## config.mk

```make
export PLATFORM = sky130hd
export DESIGN_NAME = instruction_encode_unit_flat
export DESIGN_NICKNAME = d
export VERILOG_FILES = /design/src/rtl/rv32_encode_pkg.sv /design/src/rtl/instruction_encode_unit_if.sv /design/src/rtl/encode_skid_buffer.sv /design/src/rtl/instruction_encode_unit.sv /design/src/flat_wrapper.sv
export SDC_FILE = /design/constraint.sdc
export NUM_CORES = 1
export LEC_CHECK = 0
export CAP_MARGIN = 15
export CORE_AREA = 5 5 123 113
export DETAILED_ROUTE_END_ITERATION = 8
export DIE_AREA = 0 0 128 118
export DONT_BUFFER_PORTS = 1
export REMOVE_ABC_BUFFERS = 1
export SLEW_MARGIN = 5
export SYNTH_ARGS = -nofsm -noshare
export SYNTH_HDL_FRONTEND = slang
export SYNTH_SLANG_ARGS = --single-unit
```

## constraint.sdc

```tcl
create_clock -name clk -period 3.65 [get_ports clk]
set_clock_uncertainty 0.05 [all_clocks]
set_input_delay 0.5475 -clock clk [delete_from_list [all_inputs] [get_ports clk]]
set_output_delay 0.5475 -clock clk [all_outputs]
set_load 0.01 [all_outputs]
```

## src/rtl/rv32_encode_pkg.sv

```systemverilog
// Shared types for the RV32I instruction encoder: formats, opcodes, buffer entry.
package rv32_encode_pkg;

    localparam int unsigned INSTR_W = 32;
    localparam int unsigned REG_W   = 5;

    typedef enum logic [2:0] {
        FMT_R = 3'd0,
        FMT_I = 3'd1,
        FMT_S = 3'd2,
        FMT_B = 3'd3,
        FMT_U = 3'd4,
        FMT_J = 3'd5
    } fmt_e;

    localparam logic [6:0] OP_IMM = 7'h13;
    localparam logic [6:0] STORE  = 7'h23;
    localparam logic [6:0] BRANCH = 7'h63;
    localparam logic [6:0] LUI    = 7'h37;
    localparam logic [6:0] JAL    = 7'h6F;
    localparam logic [6:0] OP     = 7'h33;

    typedef struct packed {
        logic [INSTR_W-1:0] instr;
        logic               err;
    } entry_t;

endpackage

```

## src/rtl/instruction_encode_unit_if.sv

```systemverilog
// Field-bundle input and encoded-word output handshakes of the encoder.
interface instruction_encode_unit_if;
    import rv32_encode_pkg::*;

    logic                 in_valid;
    logic                 in_ready;
    logic [2:0]           in_fmt;
    logic [6:0]           in_opcode;
    logic [2:0]           in_funct3;
    logic [6:0]           in_funct7;
    logic [REG_W-1:0]     in_rd;
    logic [REG_W-1:0]     in_rs1;
    logic [REG_W-1:0]     in_rs2;
    logic [31:0]          in_imm;
    logic                 out_valid;
    logic                 out_ready;
    logic [INSTR_W-1:0]   out_instr;
    logic                 out_err;

    modport master (
        output in_valid, in_fmt, in_opcode, in_funct3, in_funct7,
               in_rd, in_rs1, in_rs2, in_imm, out_ready,
        input  in_ready, out_valid, out_instr, out_err
    );

    modport slave (
        input  in_valid, in_fmt, in_opcode, in_funct3, in_funct7,
               in_rd, in_rs1, in_rs2, in_imm, out_ready,
        output in_ready, out_valid, out_instr, out_err
    );
endinterface

```

## src/rtl/encode_skid_buffer.sv

```systemverilog
// Two-entry in-order FIFO with registered ready/valid flags.
module encode_skid_buffer
    import rv32_encode_pkg::*;
(
    input  logic   clk,
    input  logic   rst_n,
    input  logic   in_valid,
    output logic   in_ready,
    input  entry_t in_data,
    output logic   out_valid,
    input  logic   out_ready,
    output entry_t out_data
);

    logic [1:0] occ;
    logic [1:0] occ_next;
    logic       rd_ptr;
    logic       wr_ptr;
    entry_t     mem [2];
    logic       push;
    logic       pop;

    assign push     = in_valid && in_ready;
    assign pop      = out_valid && out_ready;
    assign out_data = mem[rd_ptr];

    // Occupancy after this edge's push/pop.
    always_comb begin
        occ_next = occ;
        if (push && !pop) begin
            occ_next = occ + 2'd1;
        end else if (pop && !push) begin
            occ_next = occ - 2'd1;
        end
    end

    // Storage, pointers and the registered flags derived from next occupancy.
    always_ff @(posedge clk or negedge rst_n) begin
        if (!rst_n) begin
            occ       <= 2'd0;
            rd_ptr    <= 1'b0;
            wr_ptr    <= 1'b0;
            in_ready  <= 1'b0;
            out_valid <= 1'b0;
            mem[0]    <= '0;
            mem[1]    <= '0;
        end else begin
            if (push) begin
                mem[wr_ptr] <= in_data;
                wr_ptr      <= ~wr_ptr;
            end
            if (pop) begin
                rd_ptr <= ~rd_ptr;
            end
            occ       <= occ_next;
            in_ready  <= (occ_next < 2'd2);
            out_valid <= (occ_next != 2'd0);
        end
    end

endmodule

```

## src/rtl/instruction_encode_unit.sv

```systemverilog
// Packs decoded RV32I fields into a 32-bit instruction word behind a 2-entry buffer.
// Optional build macro: ENCODE_RANGE_CHECK_EN flags immediates that do not fit.
module instruction_encode_unit
    import rv32_encode_pkg::*;
#(
    parameter int unsigned CNT_W = 16
) (
    input  logic                      clk,
    input  logic                      rst_n,
    instruction_encode_unit_if.slave  bus,
    output logic [CNT_W-1:0]          enc_count
);

    logic [INSTR_W-1:0] enc_instr_c;
    logic               enc_err_c;
    logic [31:0]        imm;
    entry_t             push_data;
    entry_t             head;
    logic               accept;

    assign imm = bus.in_imm;

    // Combinational field placement per instruction format.
    always_comb begin
        enc_instr_c = '0;
        enc_err_c   = 1'b0;
        case (bus.in_fmt)
            FMT_R: begin
                enc_instr_c = {bus.in_funct7, bus.in_rs2, bus.in_rs1, bus.in_funct3,
                               bus.in_rd, bus.in_opcode};
            end
            FMT_I: begin
                enc_instr_c = {imm[11:0], bus.in_rs1, bus.in_funct3, bus.in_rd,
                               bus.in_opcode};
`ifdef ENCODE_RANGE_CHECK_EN
                enc_err_c = !((&imm[31:11]) || !(|imm[31:11]));
`endif
            end
            FMT_S: begin
                enc_instr_c = {imm[11:5], bus.in_rs2, bus.in_rs1, bus.in_funct3,
                               imm[4:0], bus.in_opcode};
`ifdef ENCODE_RANGE_CHECK_EN
                enc_err_c = !((&imm[31:11]) || !(|imm[31:11]));
`endif
            end
            FMT_B: begin
                enc_instr_c = {imm[12], imm[10:5], bus.in_rs2, bus.in_rs1, bus.in_funct3,
                               imm[4:1], imm[11], bus.in_opcode};
`ifdef ENCODE_RANGE_CHECK_EN
                enc_err_c = !((&imm[31:12]) || !(|imm[31:12])) || imm[0];
`endif
            end
            FMT_U: begin
                enc_instr_c = {imm[31:12], bus.in_rd, bus.in_opcode};
`ifdef ENCODE_RANGE_CHECK_EN
                enc_err_c = |imm[11:0];
`endif
            end
            FMT_J: begin
                enc_instr_c = {imm[20], imm[10:1], imm[11], imm[19:12], bus.in_rd,
                               bus.in_opcode};
`ifdef ENCODE_RANGE_CHECK_EN
                enc_err_c = !((&imm[31:20]) || !(|imm[31:20])) || imm[0];
`endif
            end
            default: begin
                enc_instr_c = '0;
                enc_err_c   = 1'b1;
            end
        endcase
    end

    assign push_data = '{instr: enc_instr_c, err: enc_err_c};
    assign accept    = bus.in_valid && bus.in_ready;

    encode_skid_buffer u_buf (
        .clk       (clk),
        .rst_n     (rst_n),
        .in_valid  (bus.in_valid),
        .in_ready  (bus.in_ready),
        .in_data   (push_data),
        .out_valid (bus.out_valid),
        .out_ready (bus.out_ready),
        .out_data  (head)
    );

    assign bus.out_instr = head.instr;
    assign bus.out_err   = head.err;

    // Count every accepted bundle, erroneous ones included.
    always_ff @(posedge clk or negedge rst_n) begin
        if (!rst_n) begin
            enc_count <= '0;
        end else if (accept) begin
            enc_count <= enc_count + CNT_W'(1);
        end
    end

endmodule
```

## src/flat_wrapper.sv

```systemverilog
// flat-port wrapper written by rule: the top's interface ports become plain ports
module instruction_encode_unit_flat import rv32_encode_pkg::*;
#(
    parameter int unsigned CNT_W = 16
)
  (clk, rst_n, enc_count, bus_in_valid, bus_in_fmt, bus_in_opcode, bus_in_funct3, bus_in_funct7, bus_in_rd, bus_in_rs1, bus_in_rs2, bus_in_imm, bus_out_ready, bus_in_ready, bus_out_valid, bus_out_instr, bus_out_err);
  instruction_encode_unit_if bus_i ();
  input  logic clk;
  input  logic rst_n;
  output logic [CNT_W-1:0] enc_count;
  input wire logic [$bits(bus_i.in_valid)-1:0] bus_in_valid;
  input wire logic [$bits(bus_i.in_fmt)-1:0] bus_in_fmt;
  input wire logic [$bits(bus_i.in_opcode)-1:0] bus_in_opcode;
  input wire logic [$bits(bus_i.in_funct3)-1:0] bus_in_funct3;
  input wire logic [$bits(bus_i.in_funct7)-1:0] bus_in_funct7;
  input wire logic [$bits(bus_i.in_rd)-1:0] bus_in_rd;
  input wire logic [$bits(bus_i.in_rs1)-1:0] bus_in_rs1;
  input wire logic [$bits(bus_i.in_rs2)-1:0] bus_in_rs2;
  input wire logic [$bits(bus_i.in_imm)-1:0] bus_in_imm;
  input wire logic [$bits(bus_i.out_ready)-1:0] bus_out_ready;
  output wire logic [$bits(bus_i.in_ready)-1:0] bus_in_ready;
  output wire logic [$bits(bus_i.out_valid)-1:0] bus_out_valid;
  output wire logic [$bits(bus_i.out_instr)-1:0] bus_out_instr;
  output wire logic [$bits(bus_i.out_err)-1:0] bus_out_err;
  assign bus_i.in_valid = bus_in_valid;
  assign bus_i.in_fmt = bus_in_fmt;
  assign bus_i.in_opcode = bus_in_opcode;
  assign bus_i.in_funct3 = bus_in_funct3;
  assign bus_i.in_funct7 = bus_in_funct7;
  assign bus_i.in_rd = bus_in_rd;
  assign bus_i.in_rs1 = bus_in_rs1;
  assign bus_i.in_rs2 = bus_in_rs2;
  assign bus_i.in_imm = bus_in_imm;
  assign bus_i.out_ready = bus_out_ready;
  assign bus_in_ready = bus_i.in_ready;
  assign bus_out_valid = bus_i.out_valid;
  assign bus_out_instr = bus_i.out_instr;
  assign bus_out_err = bus_i.out_err;
  instruction_encode_unit #(.CNT_W(CNT_W)) u_core (.clk(clk), .rst_n(rst_n), .bus(bus_i), .enc_count(enc_count));
endmodule
```

==> impl_metrics.json, run 1 <==
{
  "powerDensity_nw_per_um2": 795,
  "cts-buffers-inserted": 9,
  "reg2reg_from": "u_core.u_buf.in_ready",
  "tritoncts": "done",
  "seqCellArea_um2": 2200,
  "worst_pin_slew_ps": 891,
  "fin_util_pct": 37.3,
  "r2r_cells": 4,
  "wl_mm": 10.2,
  "diodes": 0,
  "synth_top_area_cell": "dfrtp_1",
  "synthToLayoutAreaGrowth_pct": 6.73,
  "critPathLaunchType": "flop",
  "cts_setup_buffers": 0,
  "cp_data_arrival_time_ps": 1770,
  "netlist_instances": 413,
  "finalCriticalPeriod_ps": 2360,
  "critPathLaunch": "u_core.u_buf.rd_ptr",
  "multi_input_area_um2": 1930,
  "fmax_mhz": 423,
  "ys_seq_area_share_pct": 50.4,
  "finalHoldViolCount": 0,
  "synth_edf_count": 0,
  "irDropWorstVdd_uv": 309,
  "port_buffers": 0,
  "timing.final.crit_share_pct": 64.8,
  "antenna_left": 0,
  "status": "finished, final reports clean",
  "worstPathRequired_ps": 3050,
  "grt_pass1_wl_mm": 16.4,
  "cts_hold_buffers": 1,
  "post_cts_resize_count": 0,
  "grt_max_degree": 89,
  "syn_avg_cell_area_um2": 10.6,
  "die_area_um2": 15100,
  "fin_setup_tns_ps": 0,
  "layoutNonFillerInstCount": 566,
  "wl_per_cell_um": 18.1,
  "synth_cell_types": 42,
  "rows": 39,
  "crit_cells": 1,
  "yosys_warnings": 0,
  "cts_max_path_buffers": 2,
  "synth_area_um2": 4370,
  "crit_buf_inv": 0,
  "initial_core_util_pct": 35.0,
  "p_leak_nw": 2.03,
  "grt_use_total_pct": 13.7,
  "grt_pass1_vias": 3039,
  "slowest_stage": "dfrtp_2",
  "synthArstFlopShare_pct": 100,
  "path_clk_slew_ps": 70,
  "antenna_found_initial": 0,
  "core_um2": 12500,
  "num_vias": 2908,
  "hp-class": "in -> async",
  "yosys_register_bits": 88,
  "criticalPathCategory": "reg -> out",
  "hpwlAfterDp_mm": 7.01,
  "htree_levels": 3,
  "cp_cell_sequence": "mux2_2",
  "die_w_um": 128,
  "synth-main-ff-cell": "dfrtp_1",
  "drive_gt1_share_pct": 20.1,
  "globalplace.congestion": 0.781,
  "endpoint_kind": "primary output",
  "final_nets": 469,
  "crit_family": "flip-flops",
  "crit_fanout": 34,
  "drv_cap": 0,
  "timing.final.max_slew_violations": 0,
  "cp_slowest_stage_delay_ps": 950,
  "vias_per_cell": 5.14,
  "fillers": 1259,
  "insertion_delay_ps": 340,
  "drtPass1Iterations": 4,
  "yosys.area.top_type_share_pct": 50.4,
  "io_pins": 122,
  "numClockSinks": 88,
  "max_slew_margin_pct": 40.6,
  "die_h_um": 118,
  "root_buffer": "clkbuf_16",
  "drt_iter0_drc": 158,
  "drc": 0,
  "synth_area_leaders": "dfrtp_1 50%, mux2_2 9.5%, nand2_1 7.5%",
  "grt_setup_unrepaired": "no",
  "dpl.cell_count": 549,
  "overflow": 0,
  "setup_viol": 0,
  "whs_ps": 75.5
}
cell type report:
| cell class | instances | share of cell area [%] |
|---|---|---|
| inverters | 2 | 0.161 |
| well taps | 164 | 4.40 |
| repair buffers | 1 | 0.590 |
| clock buffers | 11 | 5.42 |
| multi-input cells | 295 | 41.3 |
| flip-flops and latches | 88 | 47.2 |
| clock inverters | 5 | 0.859 |
metal layers:
layer  wire [um]  up-vias  global-route usage (%)
met5           0        -                       0
met4         106        0                    3.38
met3         775        9                    5.22
met2        5050       94                    22.7
met1        4320     1393                    16.7
li1            -     1412                       -
power breakdown:
group | internal (mW) | switching (mW)
combinational | 0.493 | 0.611
sequential | 1.36 | 0.355
clock | 0.502 | 0.389
synthesized netlist by cell type, drive strengths merged (2+ instances only):
master,count
a21oi,10
a22o,4
a22oi,23
and3,2
buf,24
clkbuf,4
dfrtp,88
inv,2
mux2,37
nand2,90
nand3,5
nand4,3
nor2,8
nor2b,10
nor3,3
nor4,2
o21ai,66
o22a,6
xnor2,15
xor2,4
stage by stage:
step                worst slack [ps]  cell area (um^2)  total power, mW
floorplan                       1630              4140             2.55
global placement                1700              4340             2.79
detailed placement              1640              4340             2.84
CTS                             1270              4660             3.77
global route                    1240              4660             3.97
finish                          1290              4660             3.71
cells by family after synthesis:
kind of cell               Yosys count  synth area share, %
AOI/OAI and AO/OA                  110                 15.9
DFF                                 88                 50.4
adders and majority gates            1                0.286
muxes                               39                 10.3
buffers and inverters               30                 5.50
xor gates and xnor gates            19                 3.81
and+or+nand+nor                    126                 13.8
flip-flops by register name, indices dropped and copies added (netlist names):
register and flops:
u_core.u_buf.rd_ptr 1, u_core.u_buf.occ 2, u_core.enc_count 16, u_core.u_buf.mem 66, u_core.u_buf.out_valid 1, u_core.u_buf.wr_ptr 1
u_core.u_buf.in_ready 1
cell usage in the layout, fill, tap and decap left out, drive strengths merged, types with 2 or more instances in the layout:
cell type,count
xnor2,15
nand3,5
a22o,4
nor2,8
inv,3
nand2,90
nand4,3
a22oi,23
a21oi,10
dfrtp,88
nor2b,10
mux2,37
and3,2
clkbuf,11
o22a,6
o21ai,66
nor4,2
nor3,3
clkinvlp,3
xor2,4
path summary, 6_finish.rpt:
kind / endpoint / slack, ps
min in group clk: u_core.u_buf.mem[7] / 310
setup reg to reg: u_core.u_buf.mem[1] / 2010
hold reg to reg: u_core.u_buf.mem[23] / 430
hold / removal: u_core.u_buf.mem[37] / 80
max in group asynchronous: u_core.u_buf.rd_ptr / 3140
setup / recovery: bus_out_instr[14] / 1290
Note: power is estimated with default switching activity, not from simulation.
==> inputs of run 2 (changes only) <==
- clock period: 3.65 -> 2.2 ns (I/O delays scaled with it)
==> run 2 against run 1 <==
The flow now finishes with violations (hold timing). Sequential power grew 57%. Worst setup slack lost 950 ps. Hold slack worse by 450 ps. First-iteration DRC count is 3.8% higher. Sequential share of layout area grew 0.063 points. Design area decreased by 0.13%. Routed wire length is 1.7% lower. Critical path depth increased by 1. Non-clock buffer count is the same. Highest routed layer unchanged. Via count is 0.93% lower. Clock power grew 67%.
==> impl_metrics.json, run 2 (synthesized netlist as in run 1, its figures left out) <==
{
  "status": "finished, violations left",
  "violations": "hold timing",
  "powerDensity_nw_per_um2": 1330,
  "post-place-ws_ps": 561,
  "rows": 39,
  "cts_setup_buffers": 0,
  "diodes": 0,
  "final_nets": 469,
  "antenna_found_initial": 0,
  "p_leak_nw": 2.02,
  "layout_top_registers": "u_core.u_buf.mem x66, u_core.enc_count x16, u_core.u_buf.occ x2",
  "worstPathRequired_ps": 1820,
  "worst_pin_slew_ps": 713,
  "setup_viol": 0,
  "insertion_delay_ps": 350,
  "largest_reg_flops": 66,
  "reg2reg_from": "u_core.u_buf.in_ready",
  "endpoint_kind": "primary output",
  "wl_mm": 10.1,
  "fin_setup_tns_ps": 0,
  "grt_pass1_wl_mm": 16.6,
  "initial_core_util_pct": 35.0,
  "irDropWorstVdd_uv": 577,
  "vias_per_cell": 5.09,
  "finalWorstSetupSlack_ps": 336,
  "io_pins": 122,
  "critPathLaunchType": "flop",
  "wl_per_cell_um": 17.8,
  "globalplace.congestion": 0.768,
  "path_clk_slew_ps": 70,
  "finalCriticalPeriod_ps": 1860,
  "drt_iter0_drc": 164,
  "criticalPathCategory": "reg -> out",
  "grt_max_degree": 89,
  "synthToLayoutAreaGrowth_pct": 6.59,
  "timing.final.max_slew_violations": 0,
  "drtPass1Iterations": 4,
  "grt_use_total_pct": 14.1,
  "cts_max_path_buffers": 2,
  "crit_fanout": 30,
  "max_slew_margin_pct": 52.5,
  "antenna_left": 0,
  "largest_register": "u_core.u_buf.mem",
  "post_cts_resize_count": 0,
  "finalHoldViolCount": 88,
  "htree_levels": 3,
  "hpwlAfterDp_mm": 6.89,
  "timing.final.crit_share_pct": 84.7,
  "root_buffer": "clkbuf_16",
  "die_area_um2": 15100,
  "r2r_end": "u_core.u_buf.mem[53]",
  "dpl.cell_count": 550,
  "die_h_um": 118,
  "reg2reg_setup_slack_ps": 570,
  "cp_data_arrival_time_ps": 1480,
  "die_w_um": 128,
  "layoutNonFillerInstCount": 566,
  "layout_common_cells": "87 x nand2_1, 87 x dfrtp_1, 37 x mux2_2",
  "drv_cap": 0,
  "overflow": 0,
  "hp-class": "in -> async",
  "cts-buffers-inserted": 9,
  "whs_ps": -378,
  "grt_setup_unrepaired": "no",
  "drc": 0,
  "num_vias": 2881,
  "numClockSinks": 88,
  "tritoncts": "done",
  "core_um2": 12500,
  "grt_pass1_vias": 3012,
  "drive_gt1_share_pct": 20.1,
  "fmax_mhz": 536,
  "r2r_cells": 3,
  "port_buffers": 0
}
-- run 2: changes by cell type in the layout (fill, tap and decap cells not counted) --
cell	before	now
clkinv_8	0	1
inv_8	0	1
clkinvlp_4	3	2
clkbuf_8	2	0
clkinv_4	1	3
buf_16	1	0
inv_6	1	0
buf_12	0	1
-- run 2: where the power goes --
part	switching [mW]	leakage, nW	internal (mW)
Clock	0.698	0.136	0.788
Combinational	1.16	0.764	0.848
Sequential	0.436	1.12	2.26
Total	2.29	2.02	3.89
-- run 2: critical path, cell delays in order, from the launching register on --
cell     delay (ps)
dfrtp_2         460
buf_12          240
mux2_2          430
-- run 2: through the flow --
step	power [mW]	util [%]	area, um^2
after floorplan	4.23	-	4140
after global placement	4.69	34.9	4360
after detailed placement	4.78	34.9	4360
after CTS	6.31	37.3	4660
after global routing	6.66	37.3	4660
final	6.19	37.3	4660
-- run 2: worst max path at each step --
stage                                 endpoint  cells past startpoint                  start
after floorplan                    bus_out_err                      1    u_core.u_buf.rd_ptr
after global placement    u_core.u_buf.mem[18]                      3  u_core.u_buf.in_ready
after detailed placement  u_core.u_buf.mem[53]                      3  u_core.u_buf.in_ready
after CTS                     bus_out_instr[7]                      2    u_core.u_buf.rd_ptr
after global routing          bus_out_instr[7]                      2    u_core.u_buf.rd_ptr
final                         bus_out_instr[7]                      2    u_core.u_buf.rd_ptr
-- run 2: final cells by class --
class / count / area [um^2]
fillers: 1271 / 7840
inverters: 2 / 7.51
clock inverters: 7 / 68.8
well taps: 164 / 205
multi-input cells: 295 / 1930
flip-flops and latches: 88 / 2200
clock buffers: 9 / 225
repair buffers: 1 / 20.0
-- run 2: metal layers --
layer	routed length [um]	track usage (%)
met1	4320	17.4
met2	4810	22.4
met3	784	5.81
met4	151	4.18
met5	0	0
